`src/rtl/reg_share_arbiter.sv`:
```
// -----------------------------------------------------------------------------
// reg_share_arbiter
//
// Purpose: four requesters share one WIDTH-bit register. Each cycle at most
// one requester is granted using round-robin priority; the winner's data is
// captured into the shared register at that same clock edge.
//
// Optional feature (compile-time macro ARB_LOCK_EN): grant locking. While the
// current owner keeps req and lock high it is regranted for up to MAX_LOCK
// consecutive captures, after which round-robin resumes. Without the macro the
// lock port is present but ignored.
//
// Ports:
//   clk      in   system clock, rising edge
//   reset    in   synchronous active-low reset
//   req      in   [3:0] write request per requester
//   d0..d3   in   [WIDTH-1:0] write data of requester 0..3
//   lock     in   [3:0] hold request per requester (ARB_LOCK_EN only)
//   gnt      out  [3:0] registered one-hot grant (zero when idle)
//   owner    out  [1:0] index of the last granted requester
//   q        out  [WIDTH-1:0] shared register contents
//   q_valid  out  high for one cycle after each capture
// -----------------------------------------------------------------------------
module reg_share_arbiter #(
  parameter int WIDTH    = 8,
  parameter int MAX_LOCK = 4
) (
  input  logic             clk,
  input  logic             reset,
  input  logic [3:0]       req,
  input  logic [WIDTH-1:0] d0,
  input  logic [WIDTH-1:0] d1,
  input  logic [WIDTH-1:0] d2,
  input  logic [WIDTH-1:0] d3,
  input  logic [3:0]       lock,
  output logic [3:0]       gnt,
  output logic [1:0]       owner,
  output logic [WIDTH-1:0] q,
  output logic             q_valid
);

  typedef enum logic [1:0] {
    S_IDLE  = 2'd0,
    S_GRANT = 2'd1,
    S_LOCK  = 2'd2
  } state_t;

  state_t           state_q, state_d;
  logic [1:0]       ptr_q, ptr_d;
  logic [WIDTH-1:0] data_q, data_d;
  logic [3:0]       gnt_q, gnt_d;
  logic [1:0]       owner_q, owner_d;
  logic             valid_q, valid_d;

  // Data inputs gathered into an array so the winner index selects directly.
  logic [WIDTH-1:0] d_arr [4];
  assign d_arr[0] = d0;
  assign d_arr[1] = d1;
  assign d_arr[2] = d2;
  assign d_arr[3] = d3;

  // Round-robin pick: first set req bit scanning from ptr upward, modulo 4.
  logic [1:0] winner;
  logic       found;
  always_comb begin
    winner = ptr_q;
    found  = 1'b0;
    for (int k = 0; k < 4; k++) begin
      if (!found && req[ptr_q + 2'(k)]) begin
        winner = ptr_q + 2'(k);
        found  = 1'b1;
      end
    end
  end

`ifdef ARB_LOCK_EN
  localparam int CW = (MAX_LOCK > 2) ? $clog2(MAX_LOCK) : 1;
  localparam logic [CW-1:0] LOCK_LAST = CW'(MAX_LOCK - 1);

  logic [CW-1:0] cnt_q, cnt_d;
  logic          hold;

  // Regrant only while the register is actually owned (a capture happened
  // last cycle) and the owner still asks for it, bounded by the counter.
  assign hold = (state_q != S_IDLE) && req[owner_q] && lock[owner_q] &&
                (cnt_q < LOCK_LAST);
`endif

  always_comb begin
    state_d = S_IDLE;
    ptr_d   = ptr_q;
    data_d  = data_q;
    gnt_d   = '0;
    owner_d = owner_q;
    valid_d = 1'b0;
`ifdef ARB_LOCK_EN
    cnt_d   = '0;
    if (hold) begin
      // Locked regrant: pointer deliberately left where it was.
      state_d = S_LOCK;
      data_d  = d_arr[owner_q];
      gnt_d   = 4'b0001 << owner_q;
      valid_d = 1'b1;
      cnt_d   = cnt_q + CW'(1);
    end else
`endif
    if (found) begin
      state_d = S_GRANT;
      data_d  = d_arr[winner];
      gnt_d   = 4'b0001 << winner;
      owner_d = winner;
      valid_d = 1'b1;
      ptr_d   = winner + 2'd1;
    end
  end

  always_ff @(posedge clk) begin
    if (!reset) begin
      state_q <= S_IDLE;
      ptr_q   <= '0;
      data_q  <= '0;
      gnt_q   <= '0;
      owner_q <= '0;
      valid_q <= 1'b0;
`ifdef ARB_LOCK_EN
      cnt_q   <= '0;
`endif
    end else begin
      state_q <= state_d;
      ptr_q   <= ptr_d;
      data_q  <= data_d;
      gnt_q   <= gnt_d;
      owner_q <= owner_d;
      valid_q <= valid_d;
`ifdef ARB_LOCK_EN
      cnt_q   <= cnt_d;
`endif
    end
  end

`ifndef ARB_LOCK_EN
  // Pure round-robin build: lock, the state register and MAX_LOCK have no
  // effect on the outputs; fold them into a sink so they are not flagged.
  logic unused_cfg;
  assign unused_cfg = ^{lock, state_q, 32'(MAX_LOCK)};
`endif

  assign gnt     = gnt_q;
  assign owner   = owner_q;
  assign q       = data_q;
  assign q_valid = valid_q;

endmodule
```
`config.mk`:
```
export PLATFORM = sky130hd
export DESIGN_NAME = reg_share_arbiter
export DESIGN_NICKNAME = d
export VERILOG_FILES = /design/src/rtl/reg_share_arbiter.sv
export SDC_FILE = /design/constraint.sdc
export NUM_CORES = 1
export LEC_CHECK = 0
export ABC_AREA = 1
export CORE_MARGIN = 1.5
export CORE_UTILIZATION = 45
export CTS_CLUSTER_SIZE = 20
export DETAILED_ROUTE_END_ITERATION = 12
export GPL_TIMING_DRIVEN = 0
export HOLD_SLACK_MARGIN = 0.02
export PLACE_DENSITY = 0.82
export SYNTH_ARGS = -nofsm -noshare
export SYNTH_HDL_FRONTEND = slang
export SYNTH_SLANG_ARGS = --single-unit
export TNS_END_PERCENT = 5
```
`constraint.sdc`:
```
create_clock -name clk -period 4.8 [get_ports clk]
set_input_delay 0.96 -clock clk [delete_from_list [all_inputs] [get_ports clk]]
set_output_delay 0.96 -clock clk [all_outputs]
set_load 0.05 [all_outputs]
```
* Yosys cells after proc, flatten, opt, wreduce, memory -nomap -nowiden
Index checks and enable logic that the tools add are counted. W data, S select, Z words.
Operators by class: $add $sub $neg 4, $mul 0, div/mod/pow operators 0, $lt $le $gt $ge 5, equality and inequality tests 0, shift operators 1, multiplexer cells 19, bitwise operators 1, reduce and logical (&&, ||, !) cells 7
Operators by type and width (count):
- $bmux W8 S2 | 1
- $mux W8 | 2
- $lt A2 B3 Y1 const B | 4
- $mux W1 | 9
- $bmux W1 S2 | 4
- $mux W2 | 3
- $add A2 B1 Y2 const B | 2
- $add A2 B2 Y2 const B | 2
- $shl A1 B2 Y4 const A | 1
- $ge A3 B3 Y1 const B | 1
- $logic_and A1 B1 Y1 | 3
- $logic_not A1 Y1 | 3
- $not A2 Y3 | 1
- $reduce_and A2 Y1 | 1
Storage, ports and cells: bits in registers 17, bits in latches 0, memory bits (writable) 0, bits in read-only memories 0, bits of input ports 42, output and inout port bits 15, logic and storage cells 42, memories kept 0

* Longest topological paths before layout
Gate-level depths: netlist (run 1).
depth in word-level cells 16, gate-level depth with buffers 16, depth with buffers taken out 14

* Least setup slack after synthesis (run 1)
Ideal clock, no wire load.
kind input to register, start input port req[2], end register data_q[0] (netlist: q[0]), library setup time 0.113 ns, arrival 1.995 ns, required time 4.687 ns, setup slack 2.692 ns, stages on the path 13, path buffers 1, path through nand2_1 nand3_2 nand2_4 nand2_2 nand2_1 nand2_1 nand2_4 nand2_8 buf_12 nand2_2 nand3_1 nand3_1 nand2_1
Between the ends: word-level cells in the longest chain between the ends 16, elaborated cells between the ends (all ways) 25, classes of those cells mux: 18; bitwise: 1; reduce/logical: 6
Ends and longest elaborated chain:
- start, declared | line 30 | input logic [3:0] req,
- $bmux W1 S2 | line 69 | if (!found && req[ptr_q + 2'(k)]) begin
- $mux W1 (implied by the code) | line 69
- $mux W1 | line 69
- $logic_not A1 Y1 | line 69
- $logic_and A1 B1 Y1 | line 69
- $mux W1 | line 69
- $logic_not A1 Y1 | line 69
- $logic_and A1 B1 Y1 | line 69
- $mux W1 | line 69
- $logic_not A1 Y1 | line 69
- $logic_and A1 B1 Y1 | line 69
- $mux W2 | line 69
- $not A2 Y3 (implied by the code) | line 109 | data_d = d_arr[winner];
- $bmux W8 S2 | line 109
- $mux W8 (implied by the code) (2 in series) | line 109
- end signal, assigned | line 131 | data_q <= data_d;
- end, declared | line 50 | logic [WIDTH-1:0] data_q, data_d;
Several ways; a longest one is shown, not always the timed one. The select of a mux whose other input is x is not followed. A chain may end at the register's enable or synchronous reset.

* Worst setup path after layout (run 1)
start input port req[1], end register data_q[4] (netlist: q[4])
Same word-level chain as after synthesis.

==> results of run 1 <==
cell usage in the layout, fill, tap and decap left out, types with 3 or more instances in the layout:
cell type                          n
sky130_fd_sc_hd__nand3_2           3
sky130_fd_sc_hd__buf_2             3
sky130_fd_sc_hd__nand2_2          20
sky130_fd_sc_hd__inv_1             9
sky130_fd_sc_hd__nand3_1          50
sky130_fd_sc_hd__dfxtp_1          17
sky130_fd_sc_hd__buf_6             3
sky130_fd_sc_hd__clkdlybuf4s50_1  52
sky130_fd_sc_hd__nand2_1          65
sky130_fd_sc_hd__nor2_1            3
sky130_fd_sc_hd__inv_2             3
sky130_fd_sc_hd__nand2_4           6
sky130_fd_sc_hd__clkbuf_4          3
worst max path at each step:
stage	start	to	slack (ns)	cells past startpoint
global placement	req[1]	q[3]	2.04	13
floorplan	req[2]	q[0]	2.69	13
CTS	req[1]	q[4]	2.34	13
detailed placement	req[1]	q[4]	2.02	13
global route	req[3]	q[7]	2.14	15
finish	req[1]	q[4]	2.33	13
report_power, final:
group,total (mW),internal (mW),switching [mW]
clock network,0.0822,0.0311,0.0511
registers,0.217,0.195,0.0221
logic,1.04,0.371,0.666
total,1.34,0.597,0.739
flip-flops by register name, summed over array words and instances (netlist names):
name / cells
gnt: 4
owner: 2
ptr_q: 2
q: 8
q_valid: 1
worst max-delay path: cells and delay by family:
family	cells	cell delay, ns
simple gates	11	1.02
buf+inv	2	0.68
routing by layer:
| metal | part of all wire | wire (µm) | vias up | track usage |
|---|---|---|---|---|
| met4 | 0.020 | 62 | 0 | 0.119 |
| met3 | 0.053 | 169 | 6 | 0.0461 |
| li1 | - | - | 738 | - |
| met2 | 0.48 | 1520 | 41 | 0.349 |
| met1 | 0.45 | 1420 | 637 | 0.282 |
| met5 | 0 | 0 | - | 0 |
per-stage QoR:
stage          std cells  power (mW)  hold slack, ns   util
4_1_cts              280        1.35           0.464  0.686
6_report             280        1.34           0.460  0.686
5_1_grt              280        1.45           0.481  0.686
3_3_place_gp         276        1.24           0.437  0.676
2_1_floorplan        193        1.02           0.592      -
3_5_place_dp         276        1.26           0.443  0.676
cell type report:
type,count,area share
multi-input combinational,154,0.436
timing repair buffer,52,0.277
sequential,17,0.181
buffer,7,0.0367
inverter,15,0.0333
tap,31,0.0207
clock buffer,3,0.0120
clock inverter,1,0.00267
cells by family (layout without fill, tap and decap cells):
kind of cell,Yosys count,after routing,synth area share
AO/OA/AOI/OAI,3,3,0.0136
buffers and inverters,22,78,0.102
AND/OR/NAND/NOR,151,151,0.621
flip-flops,17,17,0.264
==> qor_table.md, run 1 <==
| Group | Metric | Value |
| --- | --- | --- |
| logic synthesis | Flip-flop and latch count after synthesis | 17 |
| logic synthesis | Leading area contributor after synthesis | sky130_fd_sc_hd__dfxtp_1 |
| sta | Worst max-slew margin expressed relative to the limit | 0.647 |
| worst setup path | Endpoint of the worst register-to-register path | q[4] |
| global route | Total congestion overflow | 0 |
| logic synthesis | Async set-reset flop share out of synthesis | 0 |
| logic synthesis | Primary FF master, synth | sky130_fd_sc_hd__dfxtp_1 |
| worst hold path | Number of cells traversed by the worst hold path | 2 |
| sta | Transition time of the tightest slew-check pin | 0.527 ns |
| clock tree | Maximum root-to-sink buffer count | 2 |
| clock tree | CTS clock-pin slew for the worst setup and hold paths | 0.10 ns |
| worst hold path | HP Start | q[6] |
| sta | Setup slack of the critical path after layout | 2.33 ns |
| sta | Final Skew | 0.00580 ns |
| logic synthesis | Mean area per synthesized cell | 6.68 µm² |
| outcome | Run status | finished, final reports clean |
| floorplanning | CORE AREA | 2730 µm² |
| worst setup path | Startpoint of the worst-slack reg-to-reg timing path | ptr_q[0] |
| drt | Via density | 5.08 |
| finish | Area of combinational cells with multiple inputs | 818 µm² |
| drt | DRT Pass-1 Iters | 4 |
| clock tree | CTS H-tree depth | 1 |
| finish | Final layout net count | 292 |
| sta | RSZ-0062 raised after global routing | no |
| sta | Aggregate negative setup slack | 0 ns |
| floorplanning | Initial core utilization | 0.472 |
| worst setup path | CP required | 5.00 ns |
| placement | Hpwl dp | 2510 µm |
| floorplanning | # IOs | 57 |
| worst setup path | Arrival time worst endpoint | 2.67 ns |
| sta | Hold Fails Final Rpt | 0 |
| sta | Period utilization | 0.514 |
| clock tree | Clock Sink Count | 17 |
| worst setup path | Internal reg-to-reg setup slack | 2.94 ns |
| floorplanning | Cell Rows | 19 |
| clock tree | # resized after CTS | 0 |
| drt | Initial DRC Count | 34 |
| clock tree | Source-to-sink clock delay at the later pin of the worst-skew pair | 0.30 ns |
| logic synthesis | Dominant cell by count in the synthesized netlist | sky130_fd_sc_hd__nand2_1 |
| global route | GR Util All Layers | 0.222 |
| pwr | Power Density | 712 nW/µm² |
| sta | Maximum achievable frequency | 0.405 GHz |
| finish | Antenna diode instance count | 0 |
| worst setup path | Launching element type of the critical path | primary input |
| finish | Reg area | 340 µm² |
| clock tree | Number of hold-repair buffers added at the cts stage | 0 |
| placement | Routability congestion estimate from global placement | 0.796 |
| floorplanning | Overall die width | 56.5 µm |
| logic synthesis | Seq/Total Area, Yosys | 0.264 |
| drt | Routed WL per cell | 11.3 µm |
| worst setup path | Count of cells along the worst register-to-register path | 13 |
| job | Max-capacitance violation count | 0 |
| drt | Total wirelength of the detailed-routed design | 3180 µm |
| clock tree | Num CTS Buffers | 3 |
| placement | Setup slack at placement | 2.02 ns |
| worst setup path | Cell with the most instances on the worst path | sky130_fd_sc_hd__nand2_1 |
| logic synthesis | Cell types occupying the most area after synthesis | sky130_fd_sc_hd__dfxtp_1, sky130_fd_sc_hd__nand3_1, sky130_fd_sc_hd__nand2_1 |
| logic synthesis | EDFF count, synth | 0 |
| drt | Routed via count | 1422 |
| logic synthesis | Area fraction of the dominant cell type after synthesis | 0.264 |
| pwr | Worst vdd ir | 0.498 mV |
| sta | Number of slew-limit violations in the final report | 0 |
| worst setup path | Cell chain of the critical path | clkdlybuf4s50_1, nand2_1, nand2_2, nand2_1, nand2_4, nand4_4, nand2_4, nand2_8, buf_12, nand2_2, nand3_1, nand3_1, nand2_1 |
| sta | Finish-stage setup viols | 0 |
| drt | DRC violation count after routing | 0 |
| finish | Area growth from synthesis to layout | 45.5% |
| drt | Number of routed nets with antenna violations | 0 |
| logic synthesis | Summed instance area of the synthesized netlist | 1290 µm² |
| placement | Number of port buffers | 52 |
| global route | Antenna violations before repair | 0 |
| worst setup path | Critical path's largest stage delay | 0.52 ns |
| finish | Layout fillers | 246 |
| finish | Final Cell Area | 1880 µm² |
| clock tree | Clock tree from TritonCTS | yes |
| logic synthesis | Count of unique library cells instantiated by Yosys | 21 |
| worst setup path | Top fanout value on the critical path | 10 |
| worst setup path | Max stage delay cell, worst path | sky130_fd_sc_hd__clkdlybuf4s50_1 |
| logic synthesis | Syn Nets | 235 |
| pwr | Static Leakage | 0.881 nW |
| floorplanning | Die height | 56.5 µm |
| worst hold path | Sink of the worst hold path | q[6] |
| global route | Global-route wire length before repair | 5530 µm |
| placement | Cell area reported after detailed placement | 1850 µm² |
| worst setup path | Worst setup EP type | flop |
| clock tree | Post-CTS setup buffer count | 0 |
| logic synthesis | Top post-synthesis cells by count | sky130_fd_sc_hd__nand2_1, sky130_fd_sc_hd__nand3_1, sky130_fd_sc_hd__nand2_2 |
| clock tree | Root buffer cell | sky130_fd_sc_hd__clkbuf_4 |
| sta | Final Critical Period | 2.47 ns |
| floorplanning | Full die area | 3200 µm² |
| logic synthesis | Synthesized instance count | 193 |
| global route | Number of global-route vias before repair | 1284 |
| worst hold path | Type of the tightest min-delay check | flop to flop |
| logic synthesis | Number of warnings printed during yosys synthesis | 0 |
| finish | Share of post-route cells with drive strength above 1 | 0.197 |
| global route | Pin count of the biggest net entering global routing | 11 |
| worst setup path | Start-to-end type of the worst setup path | primary input to flop |
No activity file was read; power rests on OpenSTA's default activity.
==> run 2, diff against run 1 <==
--- a/config.mk
+++ b/config.mk
@@ -7,12 +7,12 @@
 export LEC_CHECK = 0
 export ABC_AREA = 1
 export CORE_MARGIN = 1.5
-export CORE_UTILIZATION = 45
+export CORE_UTILIZATION = 38
 export CTS_CLUSTER_SIZE = 20
 export DETAILED_ROUTE_END_ITERATION = 12
 export GPL_TIMING_DRIVEN = 0
 export HOLD_SLACK_MARGIN = 0.02
-export PLACE_DENSITY = 0.82
+export PLACE_DENSITY = 0.74
 export SYNTH_ARGS = -nofsm -noshare
 export SYNTH_HDL_FRONTEND = slang
 export SYNTH_SLANG_ARGS = --single-unit
==> constraint.sdc (replaced) <==
create_clock -name clk -period 2.02 [get_ports clk]
set_input_delay 0.404 -clock clk [delete_from_list [all_inputs] [get_ports clk]]
set_output_delay 0.404 -clock clk [all_outputs]
set_load 0.05 [all_outputs]
==> qor_table.md, run 2 (synthesized netlist as in run 1, its figures left out) <==
| Group | Metric | Value |
| --- | --- | --- |
| outcome | Run status | finished, final reports clean |
| clock tree | Num CTS Buffers | 3 |
| sta | Transition time of the tightest slew-check pin | 0.535 ns |
| job | Max-capacitance violation count | 0 |
| floorplanning | Initial core utilization | 0.412 |
| drt | DRT Pass-1 Iters | 4 |
| finish | Share of post-route cells with drive strength above 1 | 0.200 |
| drt | Via density | 4.79 |
| worst setup path | Count of cells along the worst register-to-register path | 15 |
| drt | Initial DRC Count | 59 |
| worst setup path | Launching element type of the critical path | primary input |
| finish | Area growth from synthesis to layout | 48.8% |
| finish | Antenna diode instance count | 0 |
| floorplanning | Full die area | 3750 µm² |
| placement | Number of port buffers | 52 |
| clock tree | Maximum root-to-sink buffer count | 2 |
| clock tree | Clock tree from TritonCTS | yes |
| finish | Layout fillers | 292 |
| floorplanning | Overall die width | 61.3 µm |
| drt | Routed via count | 1408 |
| finish | Number of flip-flops in the largest register | 8 |
| sta | Worst max-slew margin expressed relative to the limit | 0.642 |
| worst setup path | Endpoint of the worst register-to-register path | q[3] |
| clock tree | Source-to-sink clock delay at the later pin of the worst-skew pair | 0.30 ns |
| sta | Final Skew | 0.0140 ns |
| clock tree | CTS clock-pin slew for the worst setup and hold paths | 0.11 ns |
| sta | RSZ-0062 raised after global routing | yes |
| clock tree | CTS H-tree depth | 1 |
| finish | Share of the core filled with cells in the final layout | 0.614 |
| pwr | Overall Power | 3.25 mW |
| worst setup path | Top fanout value on the critical path | 10 |
| sta | Maximum achievable frequency | 0.522 GHz |
| finish | Final layout net count | 293 |
| worst setup path | Source of the critical timing path | req[2] |
| drt | DRC violation count after routing | 0 |
| sta | Number of slew-limit violations in the final report | 0 |
| worst setup path | Arrival time worst endpoint | 2.13 ns |
| worst setup path | Worst setup EP type | flop |
| clock tree | Root buffer cell | sky130_fd_sc_hd__clkbuf_4 |
| worst setup path | Start-to-end type of the worst setup path | primary input to flop |
| floorplanning | # IOs | 57 |
| drt | Number of routed nets with antenna violations | 0 |
| global route | Antenna violations before repair | 0 |
| worst setup path | CP required | 2.23 ns |
| global route | Number of global-route vias before repair | 1288 |
| global route | Total congestion overflow | 0 |
| pwr | Worst vdd ir | 0.749 mV |
| global route | GR Util All Layers | 0.197 |
| clock tree | Clock Sink Count | 17 |
| floorplanning | Die height | 61.3 µm |
| sta | Period utilization | 0.948 |
| pwr | Power Density | 1690 nW/µm² |
| drt | Total wirelength of the detailed-routed design | 3330 µm |
| sta | Final Critical Period | 1.91 ns |
| placement | Routability congestion estimate from global placement | 0.778 |
| placement | Hpwl dp | 2580 µm |
| finish | Most frequent standard cell in the layout excluding fill and tap cells | sky130_fd_sc_hd__nand2_1 |
| worst setup path | Startpoint of the worst-slack reg-to-reg timing path | ptr_q[0] |
| global route | Pin count of the biggest net entering global routing | 11 |
| clock tree | Number of hold-repair buffers added at the cts stage | 0 |
| worst setup path | End point of the critical path | q[3] |
| floorplanning | CORE AREA | 3130 µm² |
| finish | Most frequent cells in the layout | sky130_fd_sc_hd__nand2_1, sky130_fd_sc_hd__nand3_1, sky130_fd_sc_hd__clkdlybuf4s50_1 |
| sta | Finish-stage setup viols | 0 |
| floorplanning | Cell Rows | 20 |
| sta | Hold WS | 0.459 ns |
| worst setup path | Internal reg-to-reg setup slack | 0.17 ns |
| drt | Routed WL per cell | 11.3 µm |
| pwr | Static Leakage | 0.907 nW |
| worst hold path | Type of the tightest min-delay check | flop to flop |
| global route | Global-route wire length before repair | 5660 µm |
| sta | Hold Fails Final Rpt | 0 |
## run 2: cell types whose count changed in the layout (fill, tap and decap cells not counted), sizes merged
cell	previous run	this run
buf	7	8
clkdlybuf4s50	52	50
dlymetal6s2s	0	2
## run 2: repair_timing
item / CTS / global route
hold endpoints to repair: 0 / 0
buffers inserted: 0 / 1
resized for setup: 0 / 6
setup endpoints to repair: 0 / 9
## run 2: cell type report
cell class / count / area [µm²] / area share
clock buffers: 3 / 22.5 / 0.0117
clock inverters: 1 / 5.00 / 0.00261
well taps: 44 / 55.1 / 0.0287
multi-input cells: 154 / 827 / 0.431
inverters: 15 / 65.1 / 0.0339
repair buffers: 53 / 533 / 0.278
flip-flops and latches: 17 / 340 / 0.177
plain buffers: 7 / 71.3 / 0.0372
## run 2: routing by layer
metal | vias to the layer above | share of wire | GRT usage
li1 | 743 | - | -
met1 | 623 | 0.45 | 0.258
met2 | 40 | 0.50 | 0.342
met3 | 2 | 0.047 | 0.0399
met4 | 0 | 0.0024 | 0.0248
met5 | - | 0 | 0
## run 2: worst min path at each step
stage,start,endpoint,depth (start not counted)
after floorplan,reset,ptr_q[1],2
after global placement,q[2],q[2],2
after detailed placement,q[6],q[6],2
after CTS,q[4],q[4],2
after global routing,q[4],q[4],2
final,q[4],q[4],2
## run 2: per-stage QoR
step | worst slack (ns) | setup TNS, ns | cells | area, µm²
after floorplan | 0.381 | 0 | 193 | 1290
after global placement | -0.195 | -1.76 | 289 | 1870
after detailed placement | -0.211 | -2.11 | 289 | 1870
after CTS | 0.117 | 0 | 293 | 1890
after global routing | -0.0273 | -0.0726 | 294 | 1920
final | 0.106 | 0 | 294 | 1920
## run 2: power by group
part           switching (mW)  leakage (nW)  internal [mW]
registers              0.0564         0.141          0.464
clock network           0.114        0.0177         0.0738
logic                    1.61         0.748          0.934
total                    1.78         0.907           1.47
## run 2: worst max-delay path: stages
cell                              delay [ns]
sky130_fd_sc_hd__clkdlybuf4s50_1        0.46
sky130_fd_sc_hd__nand2_1                0.14
sky130_fd_sc_hd__nand3_2                0.10
sky130_fd_sc_hd__nand2_4                0.13
sky130_fd_sc_hd__nand2_2                0.07
sky130_fd_sc_hd__nand2_1                0.05
sky130_fd_sc_hd__nand2_1                0.12
sky130_fd_sc_hd__nand2_8                0.13
sky130_fd_sc_hd__nand2_8                0.08
sky130_fd_sc_hd__buf_12                 0.16
sky130_fd_sc_hd__nand2_2                0.05
sky130_fd_sc_hd__nand3_1                0.07
sky130_fd_sc_hd__nand3_1                0.10
sky130_fd_sc_hd__nand2_1                0.05
